`config.mk`:
```
export PLATFORM = sky130hd
export DESIGN_NAME = hazard_control_unit
export DESIGN_NICKNAME = d
export VERILOG_FILES = /design/src/rtl/hazard_control_unit.sv
export SDC_FILE = /design/constraint.sdc
export NUM_CORES = 1
export LEC_CHECK = 0
export CORE_UTILIZATION = 63
export DETAILED_ROUTE_END_ITERATION = 7
export DONT_BUFFER_PORTS = 1
export PLACE_DENSITY = 0.8
export SLEW_MARGIN = 0
export SYNTH_ARGS = -nofsm -noshare
export SYNTH_HDL_FRONTEND = slang
export SYNTH_SLANG_ARGS = --single-unit
export TNS_END_PERCENT = 20
```
`constraint.sdc`:
```
create_clock -name clk -period 3.9 [get_ports clk]
set_input_delay 0.39 -clock clk [delete_from_list [all_inputs] [get_ports clk]]
set_output_delay 0.39 -clock clk [all_outputs]
set_load 0.02 [all_outputs]
```
`src/rtl/hazard_control_unit.sv`:
```
// Hazard and pipeline control for the 5-stage core: forwarding, load-use stall,
// branch flush and memory-wait freeze. Define HAZARD_PERF_CNT_EN for perf counters.
module hazard_control_unit #(
  parameter int MEM_TIMEOUT = 16
) (
  input  logic       clk,
  input  logic       rst,
  input  logic [4:0] Rs1_D,
  input  logic [4:0] Rs2_D,
  input  logic [4:0] Rs1_E,
  input  logic [4:0] Rs2_E,
  input  logic [4:0] RD_E,
  input  logic [4:0] RD_M,
  input  logic [4:0] RD_W,
  input  logic       ResultSrcE,
  input  logic       RegWriteM,
  input  logic       RegWriteW,
  input  logic       PCSrcE,
  input  logic       MemReqM,
  input  logic       DmemReady,
  output logic [1:0] ForwardA_E,
  output logic [1:0] ForwardB_E,
  output logic       StallF,
  output logic       StallD,
  output logic       StallE,
  output logic       StallM,
  output logic       FlushD,
  output logic       FlushE,
  output logic       MemErr
`ifdef HAZARD_PERF_CNT_EN
  ,
  output logic [31:0] stall_cnt,
  output logic [31:0] flush_cnt,
  output logic [15:0] memerr_cnt
`endif
);

  localparam logic [1:0] RUN      = 2'd0;
  localparam logic [1:0] MEM_WAIT = 2'd1;
  localparam logic [7:0] TIMEOUT  = 8'(MEM_TIMEOUT);

  logic [1:0] state, next_state;
  logic [7:0] wcnt, next_wcnt;
  logic       mem_stall, mem_err, lw_stall;
  logic [1:0] fwd_a, fwd_b;

  always_comb begin
    fwd_a = 2'b00;
    if (RegWriteM && RD_M != 5'd0 && RD_M == Rs1_E)
      fwd_a = 2'b10;
    else if (RegWriteW && RD_W != 5'd0 && RD_W == Rs1_E)
      fwd_a = 2'b01;

    fwd_b = 2'b00;
    if (RegWriteM && RD_M != 5'd0 && RD_M == Rs2_E)
      fwd_b = 2'b10;
    else if (RegWriteW && RD_W != 5'd0 && RD_W == Rs2_E)
      fwd_b = 2'b01;
  end

  assign lw_stall = ResultSrcE && (RD_E != 5'd0) && ((RD_E == Rs1_D) || (RD_E == Rs2_D));

  // Release and timeout both drop the stall in the same cycle they are seen
  always_comb begin
    next_state = state;
    next_wcnt  = wcnt;
    mem_stall  = 1'b0;
    mem_err    = 1'b0;
    case (state)
      RUN: begin
        if (MemReqM && !DmemReady) begin
          mem_stall  = 1'b1;
          next_state = MEM_WAIT;
          next_wcnt  = 8'd1;
        end
      end
      MEM_WAIT: begin
        if (DmemReady) begin
          next_state = RUN;
          next_wcnt  = 8'd0;
        end else if (wcnt == TIMEOUT) begin
          mem_err    = 1'b1;
          next_state = RUN;
          next_wcnt  = 8'd0;
        end else begin
          mem_stall = 1'b1;
          next_wcnt = wcnt + 8'd1;
        end
      end
      default: begin
        next_state = RUN;
        next_wcnt  = 8'd0;
      end
    endcase
  end

  always_ff @(posedge clk or negedge rst) begin
    if (!rst) begin
      state <= RUN;
      wcnt  <= 8'd0;
    end else begin
      state <= next_state;
      wcnt  <= next_wcnt;
    end
  end

  // Outputs are held at zero for as long as reset is asserted
  always_comb begin
    ForwardA_E = 2'b00;
    ForwardB_E = 2'b00;
    StallF     = 1'b0;
    StallD     = 1'b0;
    StallE     = 1'b0;
    StallM     = 1'b0;
    FlushD     = 1'b0;
    FlushE     = 1'b0;
    MemErr     = 1'b0;
    if (rst) begin
      ForwardA_E = fwd_a;
      ForwardB_E = fwd_b;
      MemErr     = mem_err;
      if (mem_stall) begin
        StallF = 1'b1;
        StallD = 1'b1;
        StallE = 1'b1;
        StallM = 1'b1;
      end else if (PCSrcE) begin
        FlushD = 1'b1;
        FlushE = 1'b1;
      end else if (lw_stall) begin
        StallF = 1'b1;
        StallD = 1'b1;
        FlushE = 1'b1;
      end
    end
  end

`ifdef HAZARD_PERF_CNT_EN
  // Saturating event counters
  always_ff @(posedge clk or negedge rst) begin
    if (!rst) begin
      stall_cnt  <= 32'd0;
      flush_cnt  <= 32'd0;
      memerr_cnt <= 16'd0;
    end else begin
      if (StallF && stall_cnt != 32'hFFFF_FFFF)
        stall_cnt <= stall_cnt + 32'd1;
      if (FlushE && flush_cnt != 32'hFFFF_FFFF)
        flush_cnt <= flush_cnt + 32'd1;
      if (MemErr && memerr_cnt != 16'hFFFF)
        memerr_cnt <= memerr_cnt + 16'd1;
    end
  end
`endif

endmodule

```
==> impl_metrics.tcl, run 1 <==
set metrics [dict create \
    outcome "finished, final reports clean" \
    initial_utilization_pct 67.1 \
    detailroute.via_count 874 \
    synth_cells 119 \
    synth-edff-count 0 \
    postSynthAreaPerCell_um2 8.39 \
    cp_data_arrival_time_ps 2290 \
    final_common_cell "sky130_fd_sc_hd__xor2_1" \
    worst_pin_slew_ps 1020 \
    clock.fmax_mhz 373 \
    asyncSetResetFlopFracSynth_pct 100 \
    crit_path_time_final_ps 2680 \
    power_density_nw_per_um2 260 \
    antennaDiodeCount 0 \
    final_min_period_over_clock_period_pct 68.8 \
    synth_seq_cells 9 \
    drc 0 \
    first_global_vias 873 \
    placeableCoreArea_um2 1490 \
    die_area_um2 1750 \
    reg2reg_depth 6 \
    worstPathCellList "inv_1 -> ha_1 -> nor4b_4 -> a21boi_2 -> or4_1 -> o21ai_1" \
    fin_worst_skew_ps 4.41 \
    antenna_found_initial 0 \
    max_cap_viols 0 \
    post-layout-total-power_mw 0.270 \
    critPathKind "flop to primary output" \
    rr_startpoint "wcnt[0]" \
    synth_to_layout_area_growth_pct 4.01 \
    power.leakage_nw 0.438 \
    clock_path_buffers 2 \
    drt_pass1_iterations 4 \
    clk_tree_root_cell "sky130_fd_sc_hd__clkbuf_4" \
    grt_first_pass_wirelength_mm 3.62 \
    tritoncts_num_sinks 9 \
    hold_path_startpoint "DmemReady" \
    cts_setup_buffers 0 \
    top_level_i_o_count 54 \
    finalNetCount 166 \
    post_route_cells_drive_above_1_share_pct 6.67 \
    tritoncts.num_buffers 3 \
    hold_end "wcnt[6]" \
    top_library_cells_by_usage_in_the_layout_fill_and_taps_aside "sky130_fd_sc_hd__xor2_1, sky130_fd_sc_hd__inv_1, sky130_fd_sc_hd__a21oi_1, sky130_fd_sc_hd__dfrtp_1" \
    die_width_um 41.8 \
    portBuffers 0 \
    synthAdderAreaFrac_pct 2.51 \
    max-slew-margin-rel_pct 31.5 \
    grt_max_degree 17 \
    dp_cells 131 \
    worst_setup_path_start_kind "flop" \
    detail-route-antenna-nets 0 \
    synthXorXnorAreaFrac_pct 26.3 \
    cts_max_level 1 \
    unrepaired_setup_endpoints_after_global_routing "no" \
    r2r_setup_slack_ps 2150 \
    setup_viol_count_final 0 \
    cts.repair.resized 0 \
    synth-compound-area-share_pct 12.7 \
    layoutNonFillerInstCount 136 \
    synth.mux.area_fraction_pct 3.01 \
    globalRouteOverflowTotal 0 \
    clkSlewWorstSetupHoldPaths_ps 70 \
    hold_buffers 1 \
    clock_insertion_delay_worst_skew_ps 270 \
    drt_wl_total_mm 2.15 \
    main_flop_type_after_synthesis "sky130_fd_sc_hd__dfrtp_1" \
    endpoint_kind "primary output" \
    setup_tns_ps 0 \
    yosys_warnings 0 \
    worstReg2RegEnd "wcnt[7]" \
    critPathMaxFanout 16 \
    clock_tree_from_tritoncts "yes" \
    holdPathStages 3 \
    yosysUniqueCellTypes 35 \
    synth.net_count 164 \
    critical_path.n_buffers_inverters 1 \
    synth_area_um2 998 \
    average_wire_length_per_cell_after_detail_routing_um 15.8 \
    cpLargestDelayFamily "simple AND/OR/NAND/NOR gates" \
    dp_hpwl_mm 1.70 \
    hold_violations 0 \
    finalMaxSlewViolations 0 \
    gp_congestion 0.871 \
    drt_first_iter_violations 18 \
    floorplan.rows 14 \
    sequential_cell_area_fraction_in_the_yosys_report_pct 22.6 \
    hp_class "primary input to flop" \
    crit_path_max_incr_delay_ps 550 \
    viasPerCell 6.43 \
    combinational_family_with_the_most_area_after_synthesis "simple AND/OR/NAND/NOR gates" \
    slowest_stage "sky130_fd_sc_hd__or4_1" \
    dieHeight_um 41.8 \
    track_usage_pct 27.4 \
    synth-simple-area-share_pct 27.2 \
    required_ps 3510 \
    worst_vdd_ir_uv 163 \
]
area by class of cell:
cell class,count,area [um2]
clock buffers,4,26.3
well taps,16,20.0
multi-input cells,97,723
inverters,9,33.8
fillers,119,450
flip-flops and latches,9,225
repair buffers,1,10.0
through the flow:
step                      setup slack, ps  cell area [um2]  util, %  hold WS, ps
final                                1220             1040     69.7          390
after CTS                            1210             1040     69.7          380
after floorplan                      1540              998        -         94.4
after global placement               1580             1000     67.3         94.7
after global routing                 1060             1040     69.7          404
after detailed placement             1530             1000     67.3         94.8
synth_stat cells (2+ instances only):
| library cell | n | share of area [%] |
|---|---|---|
| sky130_fd_sc_hd__a21oi_1 | 9 | 4.5 |
| sky130_fd_sc_hd__and2_1 | 2 | 1.3 |
| sky130_fd_sc_hd__and3_1 | 3 | 1.9 |
| sky130_fd_sc_hd__buf_4 | 2 | 1.5 |
| sky130_fd_sc_hd__dfrtp_1 | 9 | 23 |
| sky130_fd_sc_hd__ha_1 | 2 | 2.5 |
| sky130_fd_sc_hd__inv_1 | 9 | 3.4 |
| sky130_fd_sc_hd__mux2i_1 | 3 | 3.0 |
| sky130_fd_sc_hd__nand2_1 | 2 | 0.75 |
| sky130_fd_sc_hd__nand3_1 | 8 | 4.0 |
| sky130_fd_sc_hd__nand3b_1 | 2 | 1.5 |
| sky130_fd_sc_hd__nor2_1 | 4 | 1.5 |
| sky130_fd_sc_hd__nor2b_1 | 2 | 1.3 |
| sky130_fd_sc_hd__nor3_1 | 4 | 2.0 |
| sky130_fd_sc_hd__nor4_1 | 2 | 1.3 |
| sky130_fd_sc_hd__o21ai_0 | 5 | 2.5 |
| sky130_fd_sc_hd__or4_1 | 5 | 3.8 |
| sky130_fd_sc_hd__xnor2_1 | 8 | 7.0 |
| sky130_fd_sc_hd__xor2_1 | 22 | 19 |
sequential cells by signal (all words and copies together), names as in the netlist:
| name | count |
|---|---|
| state | 1 |
| wcnt | 8 |
cells by family after synthesis:
logic type,Yosys count
compound gates,21
fa+ha+maj,2
flops,9
simple gates,41
buf+inv,13
xor+xnor,30
mux,3
worst max-delay path by stage:
stage	startpoint	to	slack [ps]	depth (start not counted)
after floorplan	RD_E[3]	StallF	1540	5
after global placement	wcnt[0]	FlushE	1580	6
after detailed placement	wcnt[0]	FlushE	1530	6
after CTS	wcnt[0]	FlushE	1210	6
after global routing	wcnt[0]	FlushE	1060	6
final	wcnt[0]	FlushE	1220	6
report_power, final:
part	switching (mW)	leakage, nW	internal (mW)	total (mW)
Sequential	0.00742	0.122	0.0997	0.107
Combinational	0.0455	0.301	0.0405	0.0860
Clock	0.0370	0.0150	0.0397	0.0767
Total	0.0899	0.438	0.180	0.270
worst reg2reg max path, cell delays in order (launching register included):
cell and delay [ps]:
sky130_fd_sc_hd__dfrtp_1 390, sky130_fd_sc_hd__inv_1 90, sky130_fd_sc_hd__ha_1 200, sky130_fd_sc_hd__nor4b_4 130, sky130_fd_sc_hd__a21boi_2 540, sky130_fd_sc_hd__a21oi_1 140, sky130_fd_sc_hd__o21ai_0 190
metal layers:
layer  part of all wire, %  global-route usage [%]
met1                    40                    32.9
met2                    49                    44.7
met3                   8.9                    9.13
met4                   2.2                    11.6
met5                     0                       0
Power figures use the tool's default switching activity.
==> inputs of run 2 (changes only) <==
--- a/config.mk
+++ b/config.mk
@@ -5,10 +5,10 @@
 export SDC_FILE = /design/constraint.sdc
 export NUM_CORES = 1
 export LEC_CHECK = 0
-export CORE_UTILIZATION = 63
+export CORE_UTILIZATION = 62
 export DETAILED_ROUTE_END_ITERATION = 7
 export DONT_BUFFER_PORTS = 1
-export PLACE_DENSITY = 0.8
+export PLACE_DENSITY = 0.79
 export SLEW_MARGIN = 0
 export SYNTH_ARGS = -nofsm -noshare
 export SYNTH_HDL_FRONTEND = slang
==> constraint.sdc (replaced) <==
create_clock -name clk -period 2.8 [get_ports clk]
set_input_delay 0.28 -clock clk [delete_from_list [all_inputs] [get_ports clk]]
set_output_delay 0.28 -clock clk [all_outputs]
set_load 0.02 [all_outputs]
==> run 2 against run 1 <==
Die area rose by 1.5%. Cell area rose by 0.72%. Final cell count is 0.74% higher. Clock power is 38% higher. Count of clock-buffer cells in the layout unchanged. Largest power group unchanged. Routed wire length up 5.2%. First-iteration DRC count shrank 11%. Flip-flop and latch count is the same. Total power increased by 40%.
==> impl_metrics.tcl, run 2 (synthesis results as in run 1) <==
set metrics [dict create \
    outcome "finished, final reports clean" \
    multi_input_area_um2 723 \
    final_common_cell "sky130_fd_sc_hd__xor2_1" \
    seq_area_um2 225 \
    critical_path.n_buffers_inverters 1 \
    floorplan.rows 14 \
    r2r_setup_slack_ps 910 \
    dp_cells 132 \
    n_fill_cell 132 \
    first_global_vias 893 \
    endpoint_kind "primary output" \
    power_report.internal_total_mw 0.252 \
    flip_flop_count_of_the_largest_register_all_copies_and_words_added 8 \
    die_area_um2 1770 \
    hold_buffers 1 \
    critPathMaxFanout 16 \
    regMostFlops "wcnt" \
    max_cap_viols 0 \
    hold_path_startpoint "DmemReady" \
    post-route-worst-setup-slack_ps 162 \
    gp_congestion 0.832 \
    cp_data_arrival_time_ps 2360 \
    power.leakage_nw 0.443 \
    hold_violations 0 \
    holdPathStages 3 \
    clock_tree_from_tritoncts "yes" \
    power_density_nw_per_um2 361 \
    switching_share_pct 33.3 \
    initial_utilization_pct 66.3 \
    dp_slack_ps 447 \
    finalMaxSlewViolations 0 \
    track_usage_pct 27.9 \
    top_library_cells_by_usage_in_the_layout_fill_and_taps_aside "sky130_fd_sc_hd__xor2_1, sky130_fd_sc_hd__inv_1, sky130_fd_sc_hd__a21oi_1, sky130_fd_sc_hd__dfrtp_1" \
    clkSlewWorstSetupHoldPaths_ps 70 \
    slowest_stage "sky130_fd_sc_hd__or4_1" \
    dieHeight_um 42.1 \
    antennaDiodeCount 0 \
    post_route_cells_drive_above_1_share_pct 7.44 \
    tritoncts_num_sinks 9 \
    worstReg2RegEnd "wcnt[5]" \
    setup_tns_ps 0 \
    rr_startpoint "wcnt[0]" \
    worst_pin_slew_ps 651 \
    globalRouteOverflowTotal 0 \
    place_area_um2 1010 \
    cts_max_level 1 \
    layoutNonFillerInstCount 137 \
    dp_hpwl_mm 1.85 \
    grt_first_pass_wirelength_mm 3.75 \
    stdcell_area_um2 1050 \
    clock_insertion_delay_worst_skew_ps 270 \
    drt_pass1_iterations 4 \
    cpLargestDelayFamily "simple AND/OR/NAND/NOR gates" \
    die_width_um 42.1 \
    drt_wl_total_mm 2.26 \
    drt_first_iter_violations 16 \
    viasPerCell 6.27 \
    synth_to_layout_area_growth_pct 4.76 \
    drc 0 \
    cts_setup_buffers 0 \
    switching_power_mw 0.126 \
    worst_setup_path_start_kind "flop" \
    final_min_period_over_clock_period_pct 94.2 \
    reg2reg_depth 6 \
    top_level_i_o_count 54 \
    portBuffers 0 \
    leading_registers_by_flop_count "wcnt: 8 flops, state: 1 flops" \
    unrepaired_setup_endpoints_after_global_routing "no" \
    detailroute.via_count 859 \
    fin_worst_hold_slack_ps 259 \
    critPathKind "flop to primary output" \
    detail-route-antenna-nets 0 \
    antenna_found_initial 0 \
    clock_path_buffers 2 \
    fin_worst_skew_ps 5.92 \
    crit_path_time_final_ps 2640 \
    max-slew-margin-rel_pct 56.3 \
    placeableCoreArea_um2 1510 \
    required_ps 2520 \
    tritoncts.num_buffers 3 \
    clk_tree_root_cell "sky130_fd_sc_hd__clkbuf_4" \
    post-layout-total-power_mw 0.377 \
    hp_class "primary input to flop" \
    average_wire_length_per_cell_after_detail_routing_um 16.5 \
    setup_viol_count_final 0 \
    grt_max_degree 17 \
    clockPowerShare_pct 28.0 \
    worst_vdd_ir_uv 321 \
    share_seq_of_total_power_pct 39.6 \
    crit_path_max_incr_delay_ps 560 \
    hold_end "wcnt[6]" \
    comb_power_share_pct 32.5 \
    finish.utilization_pct 69.4 \
    finalNetCount 167 \
    clock.fmax_mhz 379 \
    worstPathCellList "inv_1 -> ha_1 -> nor4b_4 -> a21boi_2 -> or4_1 -> o21ai_1" \
    cts.repair.resized 0 \
]
==> run 2: changes by cell type in the layout (fill, tap and decap cells not counted) <==
cell and delta:
sky130_fd_sc_hd__buf_4 +1
==> run 2: how the worst max path moves through the flow <==
stage                     slack (ps)     end  startpoint  cells past startpoint
final                            160  FlushE     wcnt[0]                      6
after global routing              60  FlushE     wcnt[0]                      6
after CTS                        140  FlushE     wcnt[0]                      6
after detailed placement         450  FlushE     wcnt[0]                      6
after global placement           590  FlushE     wcnt[0]                      6
after floorplan                  660  StallF     RD_E[3]                      5
==> run 2: per-layer routing <==
metal / GRT usage (%) / up-vias / wire (um)
li1: - / 423 / -
met1: 30.4 / 398 / 878
met2: 51.6 / 36 / 1190
met3: 9.05 / 2 / 169
met4: 7.50 / 0 / 23
met5: 0 / - / 0
==> run 2: final cells by class <==
class / count / area share [%]
Clock buffer: 4 / 2.51
Inverter: 9 / 3.23
Multi-Input combinational cell: 97 / 69.1
Sequential cell: 9 / 21.5
Tap cell: 16 / 1.91
Timing Repair Buffer: 2 / 1.67
==> run 2: worst reg2reg max path: stages (launching register included) <==
cell	delay (ps)
sky130_fd_sc_hd__dfrtp_1	390
sky130_fd_sc_hd__inv_1	100
sky130_fd_sc_hd__ha_1	220
sky130_fd_sc_hd__nor4b_4	140
sky130_fd_sc_hd__a21boi_2	540
sky130_fd_sc_hd__a21oi_1	120
sky130_fd_sc_hd__o21ai_0	280
==> run 2: power by group through the flow <==
| stage | Clock [mW] | Combinational, mW | Sequential (mW) |
|---|---|---|---|
| finish | 0.106 | 0.122 | 0.149 |
| detailed placement | 0 | 0.118 | 0.152 |
| floorplan | 0 | 0.102 | 0.149 |
| global route | 0.118 | 0.137 | 0.150 |
| global placement | 0 | 0.112 | 0.151 |
| CTS | 0.108 | 0.123 | 0.149 |
==> inputs of run 3 (changes only) <==
--- a/config.mk
+++ b/config.mk
@@ -5,10 +5,10 @@
 export SDC_FILE = /design/constraint.sdc
 export NUM_CORES = 1
 export LEC_CHECK = 0
-export CORE_UTILIZATION = 62
+export CORE_UTILIZATION = 63
 export DETAILED_ROUTE_END_ITERATION = 7
 export DONT_BUFFER_PORTS = 1
-export PLACE_DENSITY = 0.79
+export PLACE_DENSITY = 0.8
 export SLEW_MARGIN = 0
 export SYNTH_ARGS = -nofsm -noshare
 export SYNTH_HDL_FRONTEND = slang
==> constraint.sdc (replaced) <==
create_clock -name clk -period 3.3 [get_ports clk]
set_input_delay 0.33 -clock clk [delete_from_list [all_inputs] [get_ports clk]]
set_output_delay 0.33 -clock clk [all_outputs]
set_load 0.02 [all_outputs]
==> run 3 against run 2 <==
Critical path depth is the same. Combinational power down 18%. Utilization is 0.31 points higher. Sequential share of layout area rose by 0.16 points. First-iteration DRC count is 75% higher. Total power decreased by 18%. Sequential power fell by 15%. Die area fell by 1.5%. Count of clock-buffer cells in the layout stayed put. Critical path type unchanged.
==> impl_metrics.tcl, run 3 (synthesis results as in run 1) <==
set metrics [dict create \
    outcome "finished, final reports clean" \
    antennaDiodeCount 0 \
    rr_startpoint "wcnt[0]" \
    power_report.internal_total_mw 0.212 \
    cts_setup_buffers 0 \
    clk_tree_root_cell "sky130_fd_sc_hd__clkbuf_4" \
    top_library_cells_by_usage_in_the_layout_fill_and_taps_aside "sky130_fd_sc_hd__xor2_1, sky130_fd_sc_hd__inv_1, sky130_fd_sc_hd__a21oi_1, sky130_fd_sc_hd__dfrtp_1" \
    grt_first_pass_wirelength_mm 3.51 \
    n_fill_cell 109 \
    grt_max_degree 17 \
    comb_power_share_pct 32.4 \
    max-slew-margin-rel_pct 32.5 \
    unrepaired_setup_endpoints_after_global_routing "no" \
    drt_wl_total_mm 2.03 \
    drt_pass1_iterations 4 \
    placeableCoreArea_um2 1490 \
    average_wire_length_per_cell_after_detail_routing_um 14.9 \
    worstReg2RegEnd "wcnt[7]" \
    switching_power_mw 0.0969 \
    die_width_um 41.8 \
    route.top_layer_used "met4" \
    cp_data_arrival_time_ps 2270 \
    stdcell_area_um2 1040 \
    final_min_period_over_clock_period_pct 78.7 \
    detailroute.via_count 850 \
    finalMaxSlewViolations 0 \
    fin_worst_skew_ps 8.11 \
    place_area_um2 1000 \
    cts_max_level 1 \
    met2_length_um 965 \
    clkSlewWorstSetupHoldPaths_ps 60 \
    tritoncts.num_buffers 3 \
    power_density_nw_per_um2 297 \
    setup_tns_ps 0 \
    regMostFlops "wcnt" \
    switching_share_pct 31.4 \
    clockPowerShare_pct 26.4 \
    met1_length_um 925 \
    finish.utilization_pct 69.7 \
    antenna_found_initial 0 \
    dieHeight_um 41.8 \
    clock_path_buffers 2 \
    endpoint_kind "primary output" \
    setup_viol_count_final 0 \
    globalRouteOverflowTotal 0 \
    hold_end "wcnt[6]" \
    post-layout-total-power_mw 0.309 \
    detail-route-antenna-nets 0 \
    hold_violations 0 \
    viasPerCell 6.25 \
    drc 0 \
    leading_registers_by_flop_count "wcnt: 8 flops, state: 1 flops" \
    worst_vdd_ir_uv 423 \
    clock_insertion_delay_worst_skew_ps 250 \
    portBuffers 0 \
    clock_tree_from_tritoncts "yes" \
    holdPathStages 3 \
    crit_path_time_final_ps 2600 \
    cts.repair.resized 0 \
    top_level_i_o_count 54 \
    drt_first_iter_violations 28 \
    worst_setup_path_start_kind "flop" \
    share_seq_of_total_power_pct 41.2 \
    track_usage_pct 25.1 \
    hold_path_startpoint "DmemReady" \
    required_ps 2970 \
    gp_congestion 0.867 \
    fin_worst_hold_slack_ps 341 \
    worst_pin_slew_ps 1000 \
    tritoncts_num_sinks 9 \
    flip_flop_count_of_the_largest_register_all_copies_and_words_added 8 \
    r2r_setup_slack_ps 1550 \
    hold_buffers 1 \
    critPathMaxFanout 16 \
    critPathKind "flop to primary output" \
    clock.fmax_mhz 385 \
    synth_to_layout_area_growth_pct 4.01 \
    wl_met3_um 118 \
    dp_hpwl_mm 1.62 \
    power.leakage_nw 0.438 \
    first_global_vias 803 \
    max_cap_viols 0 \
    die_area_um2 1750 \
    post_route_cells_drive_above_1_share_pct 6.67 \
    floorplan.rows 14 \
    final_common_cell "sky130_fd_sc_hd__xor2_1" \
    initial_utilization_pct 67.1 \
    reg2reg_depth 6 \
    hp_class "primary input to flop" \
    finalNetCount 166 \
]
-- run 3: cell count changes in the layout (fill, tap and decap cells not counted) --
cell                    previous run  this run
sky130_fd_sc_hd__buf_4             1         0
-- run 3: per-stage QoR --
stage          setup WS [ps]  std cells
5_1_grt                  592        136
3_5_place_dp             966        131
3_3_place_gp            1040        131
4_1_cts                  686        136
6_report                 703        136
2_1_floorplan           1060        119
-- run 3: worst max path at each step --
stage               startpoint      to  slack, ps  cells after the start
global placement       wcnt[0]  FlushE       1040                      6
detailed placement     wcnt[0]  FlushE        970                      6
finish                 wcnt[0]  FlushE        700                      6
floorplan              RD_E[3]  StallF       1060                      5
global route           wcnt[0]  FlushE        590                      6
CTS                    wcnt[0]  FlushE        690                      6
-- run 3: routing by layer --
metal,global-route usage [%],vias up
met1,35.4,393
met5,0,-
li1,-,422
met4,7.10,0
met3,3.04,2
met2,40.6,33
-- run 3: power by group through the flow --
stage               Clock [mW]  Sequential (mW)  Combinational [mW]
floorplan                    0            0.127              0.0869
global placement             0            0.128              0.0936
detailed placement           0            0.129              0.0963
CTS                     0.0837            0.127               0.100
global route            0.0890            0.128               0.111
finish                  0.0816            0.127               0.100
-- run 3: area by class of cell --
class | count | area [um2] | share of cell area, %
sequential | 9 | 225 | 21.7
clock buffer | 4 | 26.3 | 2.53
tap | 16 | 20.0 | 1.93
inverter | 9 | 33.8 | 3.25
multi-input combinational | 97 | 723 | 69.6
timing repair buffer | 1 | 10.0 | 0.964
-- run 3: worst max-delay path, stage by stage (launching register included) --
cell and delay [ps]:
sky130_fd_sc_hd__dfrtp_1 410, sky130_fd_sc_hd__inv_1 110, sky130_fd_sc_hd__ha_1 160, sky130_fd_sc_hd__nor4b_4 210
sky130_fd_sc_hd__a21boi_2 220, sky130_fd_sc_hd__or4_1 550, sky130_fd_sc_hd__o21ai_1 360
